$ cat src/rtl/fifo_pkg.sv
// -----------------------------------------------------------------------------
// fifo_pkg
// Shared definitions for the asynchronous FIFO (write and read sides).
//   ADDR_SIZE_DEF : default RAM address width (depth = 2**ADDR_SIZE_DEF)
//   CONV_W        : width of the generic Gray/binary conversion helpers
//   bin2gray()    : binary -> reflected Gray code (zero-extend narrower values)
//   gray2bin()    : reflected Gray code -> binary (zero-extend narrower values)
// -----------------------------------------------------------------------------
package fifo_pkg;

    localparam int ADDR_SIZE_DEF = 4;
    localparam int CONV_W        = 32;

    function automatic logic [CONV_W-1:0] bin2gray(input logic [CONV_W-1:0] bin);
        return bin ^ (bin >> 1);
    endfunction

    // Each binary bit is the XOR of all Gray bits at and above its position.
    function automatic logic [CONV_W-1:0] gray2bin(input logic [CONV_W-1:0] gray);
        logic [CONV_W-1:0] bin;
        bin = {CONV_W{1'b0}};
        for (int i = 0; i < CONV_W; i++) begin
            bin[i] = ^(gray >> i);
        end
        return bin;
    endfunction

endpackage

$ cat src/rtl/fifo_gray2bin.sv
// -----------------------------------------------------------------------------
// fifo_gray2bin
// Purely combinational Gray-to-binary converter of parameterized width.
// Used for the synchronized read pointer here and reusable on the read side.
//   gray_i : Gray-coded input  [WIDTH-1:0]
//   bin_o  : binary equivalent [WIDTH-1:0]
// -----------------------------------------------------------------------------
module fifo_gray2bin
    import fifo_pkg::*;
#(
    parameter int WIDTH = ADDR_SIZE_DEF + 1
) (
    input  logic [WIDTH-1:0] gray_i,
    output logic [WIDTH-1:0] bin_o
);

    logic [WIDTH-1:0] bin_s;

    // Each bit is a reduction XOR of the shifted Gray word; no bit depends on
    // another output bit, so there is no combinational chain through bin_s.
    always_comb begin
        bin_s = {WIDTH{1'b0}};
        for (int i = 0; i < WIDTH; i++) begin
            bin_s[i] = ^(gray_i >> i);
        end
    end

    assign bin_o = bin_s;

endmodule

$ cat src/rtl/fifo_wrt_ptr_full_gen.sv
// -----------------------------------------------------------------------------
// fifo_wrt_ptr_full_gen
// Write-side pointer and flag generator of the asynchronous FIFO, entirely in
// the write clock domain.
//   wrt_clk         : write clock
//   wrt_rst         : synchronous active-high reset
//   wrt_ena         : write request from producer
//   ovf_clr         : clears the sticky overflow flag
//   sync_rd_ptr     : Gray read pointer, already synchronized into wrt_clk
//   wrt_accept      : wrt_ena & ~wrt_full, RAM write enable (combinational)
//   wrt_addr        : RAM write address
//   wrt_ptr         : registered Gray write pointer to the read-side synchronizer
//   wrt_full        : registered full flag
//   wrt_almost_full : registered flag, fill level >= AF_THRESH
//   wrt_level       : registered fill level 0..2**ADDR_SIZE
//   wrt_overflow    : sticky flag, a write was attempted while full
// Level and flags are computed against a lagging read pointer, so they are
// pessimistic: full can deassert late but never asserts late.
// -----------------------------------------------------------------------------
module fifo_wrt_ptr_full_gen
    import fifo_pkg::*;
#(
    parameter int ADDR_SIZE = ADDR_SIZE_DEF,
    parameter int AF_THRESH = 12
) (
    input  logic                 wrt_clk,
    input  logic                 wrt_rst,
    input  logic                 wrt_ena,
    input  logic                 ovf_clr,
    input  logic [ADDR_SIZE:0]   sync_rd_ptr,
    output logic                 wrt_accept,
    output logic [ADDR_SIZE-1:0] wrt_addr,
    output logic [ADDR_SIZE:0]   wrt_ptr,
    output logic                 wrt_full,
    output logic                 wrt_almost_full,
    output logic [ADDR_SIZE:0]   wrt_level,
    output logic                 wrt_overflow
);

    localparam int             PW     = ADDR_SIZE + 1;
    localparam logic [PW-1:0]  AF_LVL = PW'(AF_THRESH);

    logic [PW-1:0] wrt_bin_r;
    logic [PW-1:0] wrt_ptr_r;
    logic          wrt_full_r;
    logic          wrt_af_r;
    logic [PW-1:0] wrt_level_r;
    logic          wrt_ovf_r;

    logic          wrt_accept_s;
    logic [PW-1:0] wrt_bin_nxt_s;
    logic [PW-1:0] wrt_gray_nxt_s;
    logic [PW-1:0] rd_bin_sync_s;
    logic [PW-1:0] full_cmp_s;
    logic          full_val_s;
    logic [PW-1:0] level_nxt_s;
    logic          af_nxt_s;
    logic          ovf_set_s;
    logic          ovf_nxt_s;

    fifo_gray2bin #(
        .WIDTH (PW)
    ) u_rd_gray2bin (
        .gray_i (sync_rd_ptr),
        .bin_o  (rd_bin_sync_s)
    );

    // Next pointer, full/almost-full/level evaluation on the post-write pointer.
    always_comb begin
        wrt_accept_s   = wrt_ena & ~wrt_full_r;
        wrt_bin_nxt_s  = wrt_bin_r + {{ADDR_SIZE{1'b0}}, wrt_accept_s};
        wrt_gray_nxt_s = (wrt_bin_nxt_s >> 1) ^ wrt_bin_nxt_s;
        // Full when the write pointer is exactly one lap ahead: in Gray code
        // that means the two MSBs differ and the rest match.
        full_cmp_s     = {~sync_rd_ptr[ADDR_SIZE:ADDR_SIZE-1], sync_rd_ptr[ADDR_SIZE-2:0]};
        full_val_s     = (wrt_gray_nxt_s == full_cmp_s);
        level_nxt_s    = wrt_bin_nxt_s - rd_bin_sync_s;
        af_nxt_s       = (level_nxt_s >= AF_LVL);
    end

    // Sticky overflow: a new overflow takes priority over a clear on the same edge.
    always_comb begin
        ovf_set_s = wrt_ena & wrt_full_r;
        ovf_nxt_s = wrt_ovf_r;
        if (ovf_set_s) begin
            ovf_nxt_s = 1'b1;
        end else if (ovf_clr) begin
            ovf_nxt_s = 1'b0;
        end else begin
            ovf_nxt_s = wrt_ovf_r;
        end
    end

    // State and output registers with synchronous reset.
    always_ff @(posedge wrt_clk) begin
        if (wrt_rst) begin
            wrt_bin_r   <= {PW{1'b0}};
            wrt_ptr_r   <= {PW{1'b0}};
            wrt_full_r  <= 1'b0;
            wrt_af_r    <= 1'b0;
            wrt_level_r <= {PW{1'b0}};
            wrt_ovf_r   <= 1'b0;
        end else begin
            wrt_bin_r   <= wrt_bin_nxt_s;
            wrt_ptr_r   <= wrt_gray_nxt_s;
            wrt_full_r  <= full_val_s;
            wrt_af_r    <= af_nxt_s;
            wrt_level_r <= level_nxt_s;
            wrt_ovf_r   <= ovf_nxt_s;
        end
    end

    assign wrt_accept      = wrt_accept_s;
    assign wrt_addr        = wrt_bin_r[ADDR_SIZE-1:0];
    assign wrt_ptr         = wrt_ptr_r;
    assign wrt_full        = wrt_full_r;
    assign wrt_almost_full = wrt_af_r;
    assign wrt_level       = wrt_level_r;
    assign wrt_overflow    = wrt_ovf_r;

endmodule

$ cat config.mk
export PLATFORM = sky130hd
export DESIGN_NAME = fifo_wrt_ptr_full_gen
export DESIGN_NICKNAME = d
export VERILOG_FILES = /design/src/rtl/fifo_pkg.sv /design/src/rtl/fifo_gray2bin.sv /design/src/rtl/fifo_wrt_ptr_full_gen.sv
export SDC_FILE = /design/constraint.sdc
export NUM_CORES = 1
export LEC_CHECK = 0
export CAP_MARGIN = 10
export CELL_PAD_IN_SITES_DETAIL_PLACEMENT = 1
export CELL_PAD_IN_SITES_GLOBAL_PLACEMENT = 2
export CORE_UTILIZATION = 26
export DETAILED_ROUTE_END_ITERATION = 6
export PLACE_DENSITY = 0.77
export SYNTH_ARGS = -nofsm -noshare
export SYNTH_HDL_FRONTEND = slang
export SYNTH_SLANG_ARGS = --single-unit
$ cat constraint.sdc
create_clock -name wrt_clk -period 3.2 [get_ports wrt_clk]
set_input_delay 0.64 -clock wrt_clk [delete_from_list [all_inputs] [get_ports wrt_clk]]
set_output_delay 0.64 -clock wrt_clk [all_outputs]
set_load 0.01 [all_outputs]
==> flow_metrics.tcl, run 1 <==
set metrics [dict create \
    status "finished clean" \
    synth.avg_cell_area_um2 9.27 \
    cp.arrival_ns 3.17 \
    maxCapViolCount 0 \
    rsz0062_at_grt "false" \
    cts_setup_buffers 0 \
    drtIter0Drc 5 \
    syn_nets 111 \
    place_inst 176 \
    p_sw_mw 0.189 \
    cts.reportedPaths.clkPinSlew_ns 0.10 \
    clkPwrFrac_pct 18.9 \
    cp-start-kind "primary input" \
    ys_ff_latch 17 \
    setup_viol_count_final 0 \
    routed_wl_mm 2.15 \
    ir_worst_vdd_mv 0.125 \
    grt_pass1_vias 783 \
    ctsHoldBuffers 0 \
    finalNetCount 152 \
    syn_inst 96 \
    drcViolationCount 0 \
    layout_common_cells "26 x clkdlybuf4s50_1, 17 x dfxtp_1, 13 x buf_4" \
    ant_nets 0 \
    skew_ns 0.00795 \
    dr.pass1.iters 4 \
    switching_share_pct 30.7 \
    comb_power_share_pct 41.1 \
    worstMarginPinSlew_ns 0.425 \
    cts_tree "yes" \
    seqPwrFrac_pct 40.0 \
    wl_per_cell_um 11.9 \
    hold_viol 0 \
    final_cell_count_no_fill 180 \
    cp-end-kind "flip-flop" \
    fin_crit_sh_pct 93.8 \
    clk_latency_ns 0.29 \
    cts_buffers 3 \
    area_delta_synth_final_pct 54.9 \
    crit_type "in2reg" \
    cp.required_ns 3.37 \
    die_x_um 60.5 \
    cts_root_buffer "clkbuf_4" \
    via_per_inst 4.38 \
    path_max_fanout 2 \
    grt_pass1_wl_mm 3.44 \
    drive_above_1_share_pct 20.6 \
    synth_seq_area_share_pct 38.3 \
    syn-cell-area_um2 890 \
    min_period_ns 3.00 \
    grt_max_degree 12 \
    worst_hold_slack_ns 0.485 \
    pin_count 27 \
    cts.sinks 17 \
    antenna_cells 0 \
    yosys_warnings 0 \
    post_synth_num_cell_types 28 \
    htree_num_levels 1 \
    intPower_mw 0.427 \
    clk_path_buf_depth 2 \
    drv_slew 0 \
    antenna_found_initial 0 \
    final_common_cell "clkdlybuf4s50_1" \
    netlist_top_cells_area "dfxtp_1 38%, xnor2_1 9.8%, ha_1 8.4%, xor2_1 5.9%, nor2_1 4.6%" \
    grt.overflow.total 0 \
    initial_core_util_pct 28.2 \
    hpwlAfterDp_mm 1.73 \
    die_y_um 60.5 \
    synth.largest_area_cell "dfxtp_1" \
    maxSlewHeadroom_pct 71.6 \
    netlist.area_leader.share_pct 38.3 \
    vias 789 \
    max_freq_ghz 0.333 \
    portBuffers 26 \
    track_usage_pct 13.0 \
    rows 20 \
    die_area_mm2 0.00366 \
    p_leak_nw 0.578 \
    core_mm2 0.00315 \
    p_per_area_mw_per_mm2 447 \
    min_path_type "reg2reg" \
    globalplace.congestion 0.866 \
]
==> layer usage <==
metal | GRT usage [%] | part of all wire, %
met5 | 0 | 0
met4 | 5.84 | 1.7
met2 | 23.4 | 48
met3 | 2.56 | 3.3
met1 | 14.8 | 47
==> area by class of cell <==
type / count / area [um2]
clock buffers: 4 / 26.3
fillers: 374 / 1780
inverters: 7 / 26.3
multi-input cells: 69 / 572
flip-flops and latches: 17 / 340
well taps: 44 / 55.1
repair buffers: 39 / 358
==> cells by family after synthesis <==
| kind of cell | count (synthesis) | synth area share (%) |
|---|---|---|
| buffers and inverters | 10 | 4.22 |
| xor gates and xnor gates | 18 | 19.4 |
| and+or+nand+nor | 32 | 19.1 |
| AOI/OAI and AO/OA | 11 | 8.30 |
| adders and majority gates | 6 | 8.44 |
| muxes | 2 | 2.25 |
| DFF | 17 | 38.3 |
==> worst paths after layout <==
kind                                                 from                         end  slack (ns)  cells after the start
worst max-delay path                              wrt_ena  wrt_almost_full$_SDFF_PP0_        0.20                     12
worst min-delay path            wrt_overflow$_SDFFE_PP0P_   wrt_overflow$_SDFFE_PP0P_        0.48                      2
worst max register to register        wrt_full$_SDFF_PP0_  wrt_almost_full$_SDFF_PP0_        0.69                     11
worst min register to register  wrt_overflow$_SDFFE_PP0P_   wrt_overflow$_SDFFE_PP0P_        0.48                      2
==> worst max-delay path, cell delays in order <==
cell and delay (ns):
clkdlybuf4s50_1 0.48, nor2b_4 0.16, ha_4 0.16, nand3_1 0.12, xor2_2 0.20, inv_1 0.06
ha_1 0.29, and2b_2 0.24, a221oi_2 0.27, o21ai_1 0.12, a311oi_2 0.31, o22ai_1 0.12
==> synthesized netlist by cell type <==
| master | number |
|---|---|
| a221oi_1 | 1 |
| o2111a_1 | 1 |
| ha_1 | 6 |
| mux2i_1 | 2 |
| nand3_1 | 2 |
| a311oi_1 | 1 |
| xnor2_2 | 2 |
| nor2b_1 | 6 |
| nand2b_1 | 2 |
| nor4bb_1 | 1 |
| and3_1 | 1 |
| nor4b_1 | 1 |
| xnor2_1 | 10 |
| o21ai_0 | 2 |
| nand2_1 | 3 |
| and2b_2 | 1 |
| nor3_1 | 1 |
| xor2_1 | 6 |
| a21oi_1 | 3 |
| nor2_1 | 11 |
| dfxtp_1 | 17 |
| or2_2 | 2 |
| o22ai_1 | 2 |
| inv_1 | 7 |
| buf_1 | 1 |
| clkbuf_1 | 2 |
| or3_1 | 1 |
| a21boi_0 | 1 |
==> flip-flops by register name (all words and copies together) (netlist names) <==
| name | count |
|---|---|
| wrt_full | 1 |
| wrt_overflow | 1 |
| wrt_bin_r | 5 |
| wrt_level | 5 |
| wrt_almost_full | 1 |
| wrt_ptr | 4 |
==> power groups by stage <==
stage,Sequential (mW),Combinational (mW),Clock [mW]
after floorplan,0.264,0.114,0
after global placement,0.250,0.234,0
after detailed placement,0.250,0.239,0
after CTS,0.245,0.246,0.118
after global routing,0.249,0.278,0.124
final,0.247,0.253,0.117
==> repair_timing <==
item                                    CTS  global route
endpoints found under the setup margin    1             2
hold endpoints to repair                  0             0
pin swaps                                 1             2
gates cloned                              0             0
gates resized for setup                   1            10
==> metrics by stage <==
stage | area, um2 | setup slack, ns | TNS (ns) | total power [mW] | util [%]
after CTS | 1320 | 0.0461 | 0 | 0.609 | 42.0
after global routing | 1380 | 0.0569 | 0 | 0.651 | 43.7
after floorplan | 890 | 0.117 | 0 | 0.378 | -
after global placement | 1290 | -0.158 | -0.263 | 0.483 | 41.0
after detailed placement | 1290 | -0.323 | -0.574 | 0.490 | 41.0
final | 1380 | 0.198 | 0 | 0.616 | 43.7
Power figures use the tool's default switching activity.
==> run 2: changes to the inputs <==
--- a/config.mk
+++ b/config.mk
@@ -8,9 +8,9 @@
 export CAP_MARGIN = 10
 export CELL_PAD_IN_SITES_DETAIL_PLACEMENT = 1
 export CELL_PAD_IN_SITES_GLOBAL_PLACEMENT = 2
-export CORE_UTILIZATION = 26
+export CORE_UTILIZATION = 28
 export DETAILED_ROUTE_END_ITERATION = 6
-export PLACE_DENSITY = 0.77
+export PLACE_DENSITY = 0.82
 export SYNTH_ARGS = -nofsm -noshare
 export SYNTH_HDL_FRONTEND = slang
 export SYNTH_SLANG_ARGS = --single-unit
==> constraint.sdc (replaced) <==
create_clock -name wrt_clk -period 3.8 [get_ports wrt_clk]
set_input_delay 0.76 -clock wrt_clk [delete_from_list [all_inputs] [get_ports wrt_clk]]
set_output_delay 0.76 -clock wrt_clk [all_outputs]
set_load 0.01 [all_outputs]
==> flow_metrics.tcl, run 2 (synthesis results as in run 1) <==
set metrics [dict create \
    status "finished clean" \
    met1_usage_pct 15.1 \
    final.setup.tns_ns 0 \
    grt_max_degree 19 \
    cp.arrival_ns 3.49 \
    min_period_ns 3.33 \
    cts_resized 0 \
    cp-start-kind "primary input" \
    grt_pass1_vias 701 \
    final_common_cell "clkdlybuf4s50_1" \
    die_x_um 58.4 \
    antenna_found_initial 0 \
    grt_pass1_wl_mm 3.14 \
    core_mm2 0.00303 \
    portBuffers 26 \
    layout_common_cells "26 x clkdlybuf4s50_1, 17 x dfxtp_1, 11 x nor2_1" \
    cts.reportedPaths.clkPinSlew_ns 0.10 \
    top_usage_layer "met2" \
    htree_num_levels 1 \
    p_leak_nw 0.521 \
    wl_per_cell_um 11.5 \
    use_met3_pct 2.20 \
    max_freq_ghz 0.300 \
    hold_viol 0 \
    ir_worst_vdd_mv 0.112 \
    cts_root_buffer "clkbuf_4" \
    cp-end-kind "flip-flop" \
    drcViolationCount 0 \
    rsz0062_at_grt "false" \
    routed_wl_mm 1.95 \
    drtIter0Drc 6 \
    drv_slew 0 \
    cts_tree "yes" \
    setup_viol_count_final 0 \
    rows 20 \
    skew_ns 0.00429 \
    path_max_fanout 5 \
    track_usage_pct 12.5 \
    gr-usage-met2_pct 21.3 \
    drive_above_1_share_pct 8.73 \
    cts_buffers 3 \
    worstMarginPinSlew_ns 0.620 \
    pin_count 27 \
    fin_crit_sh_pct 87.8 \
    grt.overflow.total 0 \
    via_per_inst 4.39 \
    min_path_type "reg2reg" \
    die_area_mm2 0.00341 \
    initial_core_util_pct 29.4 \
    antenna_cells 0 \
    die_y_um 58.4 \
    dr.pass1.iters 4 \
    p_total_mw 0.487 \
    crit_type "in2reg" \
    ant_nets 0 \
    maxCapViolCount 0 \
    cts_setup_buffers 0 \
    hpwlAfterDp_mm 1.64 \
    finalNetCount 142 \
    cts.sinks 17 \
    maxSlewHeadroom_pct 58.6 \
    area_delta_synth_final_pct 39.7 \
    clk_path_buf_depth 2 \
    cp.required_ns 3.96 \
    ctsHoldBuffers 0 \
    globalplace.congestion 0.745 \
    clk_latency_ns 0.28 \
    vias 746 \
    p_per_area_mw_per_mm2 392 \
]
-- run 2: metrics by stage --
stage / std cells / area [um2] / util, % / worst slack [ns] / hold slack [ns]
after floorplan: 96 / 890 / - / 0.597 / 0.489
after global routing: 170 / 1240 / 41.0 / 0.219 / 0.505
after CTS: 170 / 1240 / 41.0 / 0.451 / 0.476
after detailed placement: 166 / 1220 / 40.2 / 0.148 / 0.463
after global placement: 166 / 1220 / 40.2 / 0.262 / 0.458
final: 170 / 1240 / 41.0 / 0.465 / 0.472
-- run 2: final timing paths --
kind / endpoint / start / depth (start not counted) / slack, ns
max reg2reg: wrt_almost_full$_SDFF_PP0_ / wrt_full$_SDFF_PP0_ / 11 / 1.09
min reg2reg: wrt_overflow$_SDFFE_PP0P_ / wrt_overflow$_SDFFE_PP0P_ / 2 / 0.47
min: wrt_overflow$_SDFFE_PP0P_ / wrt_overflow$_SDFFE_PP0P_ / 2 / 0.47
max: wrt_almost_full$_SDFF_PP0_ / wrt_ena / 12 / 0.47
-- run 2: layout make-up --
cell class / count / area [um2]
fillers: 360 / 1790
well taps: 44 / 55.1
flip-flops and latches: 17 / 340
clock buffers: 4 / 26.3
multi-input cells: 69 / 512
repair buffers: 29 / 283
inverters: 7 / 26.3
-- run 2: worst max-delay path: stages --
cell and delay [ns]:
clkdlybuf4s50_1 0.47, nor2b_1 0.18, ha_1 0.20, ha_1 0.19, xnor2_1 0.15, inv_1 0.10, ha_1 0.36, and2b_2 0.22
a221oi_1 0.26, o21ai_0 0.12, a311oi_1 0.35, o22ai_1 0.13
-- run 2: power by group --
part / internal (mW) / switching, mW / total [mW]
clock network: 0.0408 / 0.0537 / 0.0944
logic: 0.100 / 0.0867 / 0.187
registers: 0.200 / 0.00624 / 0.206
-- run 2: layer usage --
metal | part of all wire [%] | vias up
li1 | - | 378
met4 | 1.2 | 0
met2 | 50 | 18
met3 | 3.9 | 2
met5 | 0 | -
met1 | 44 | 348
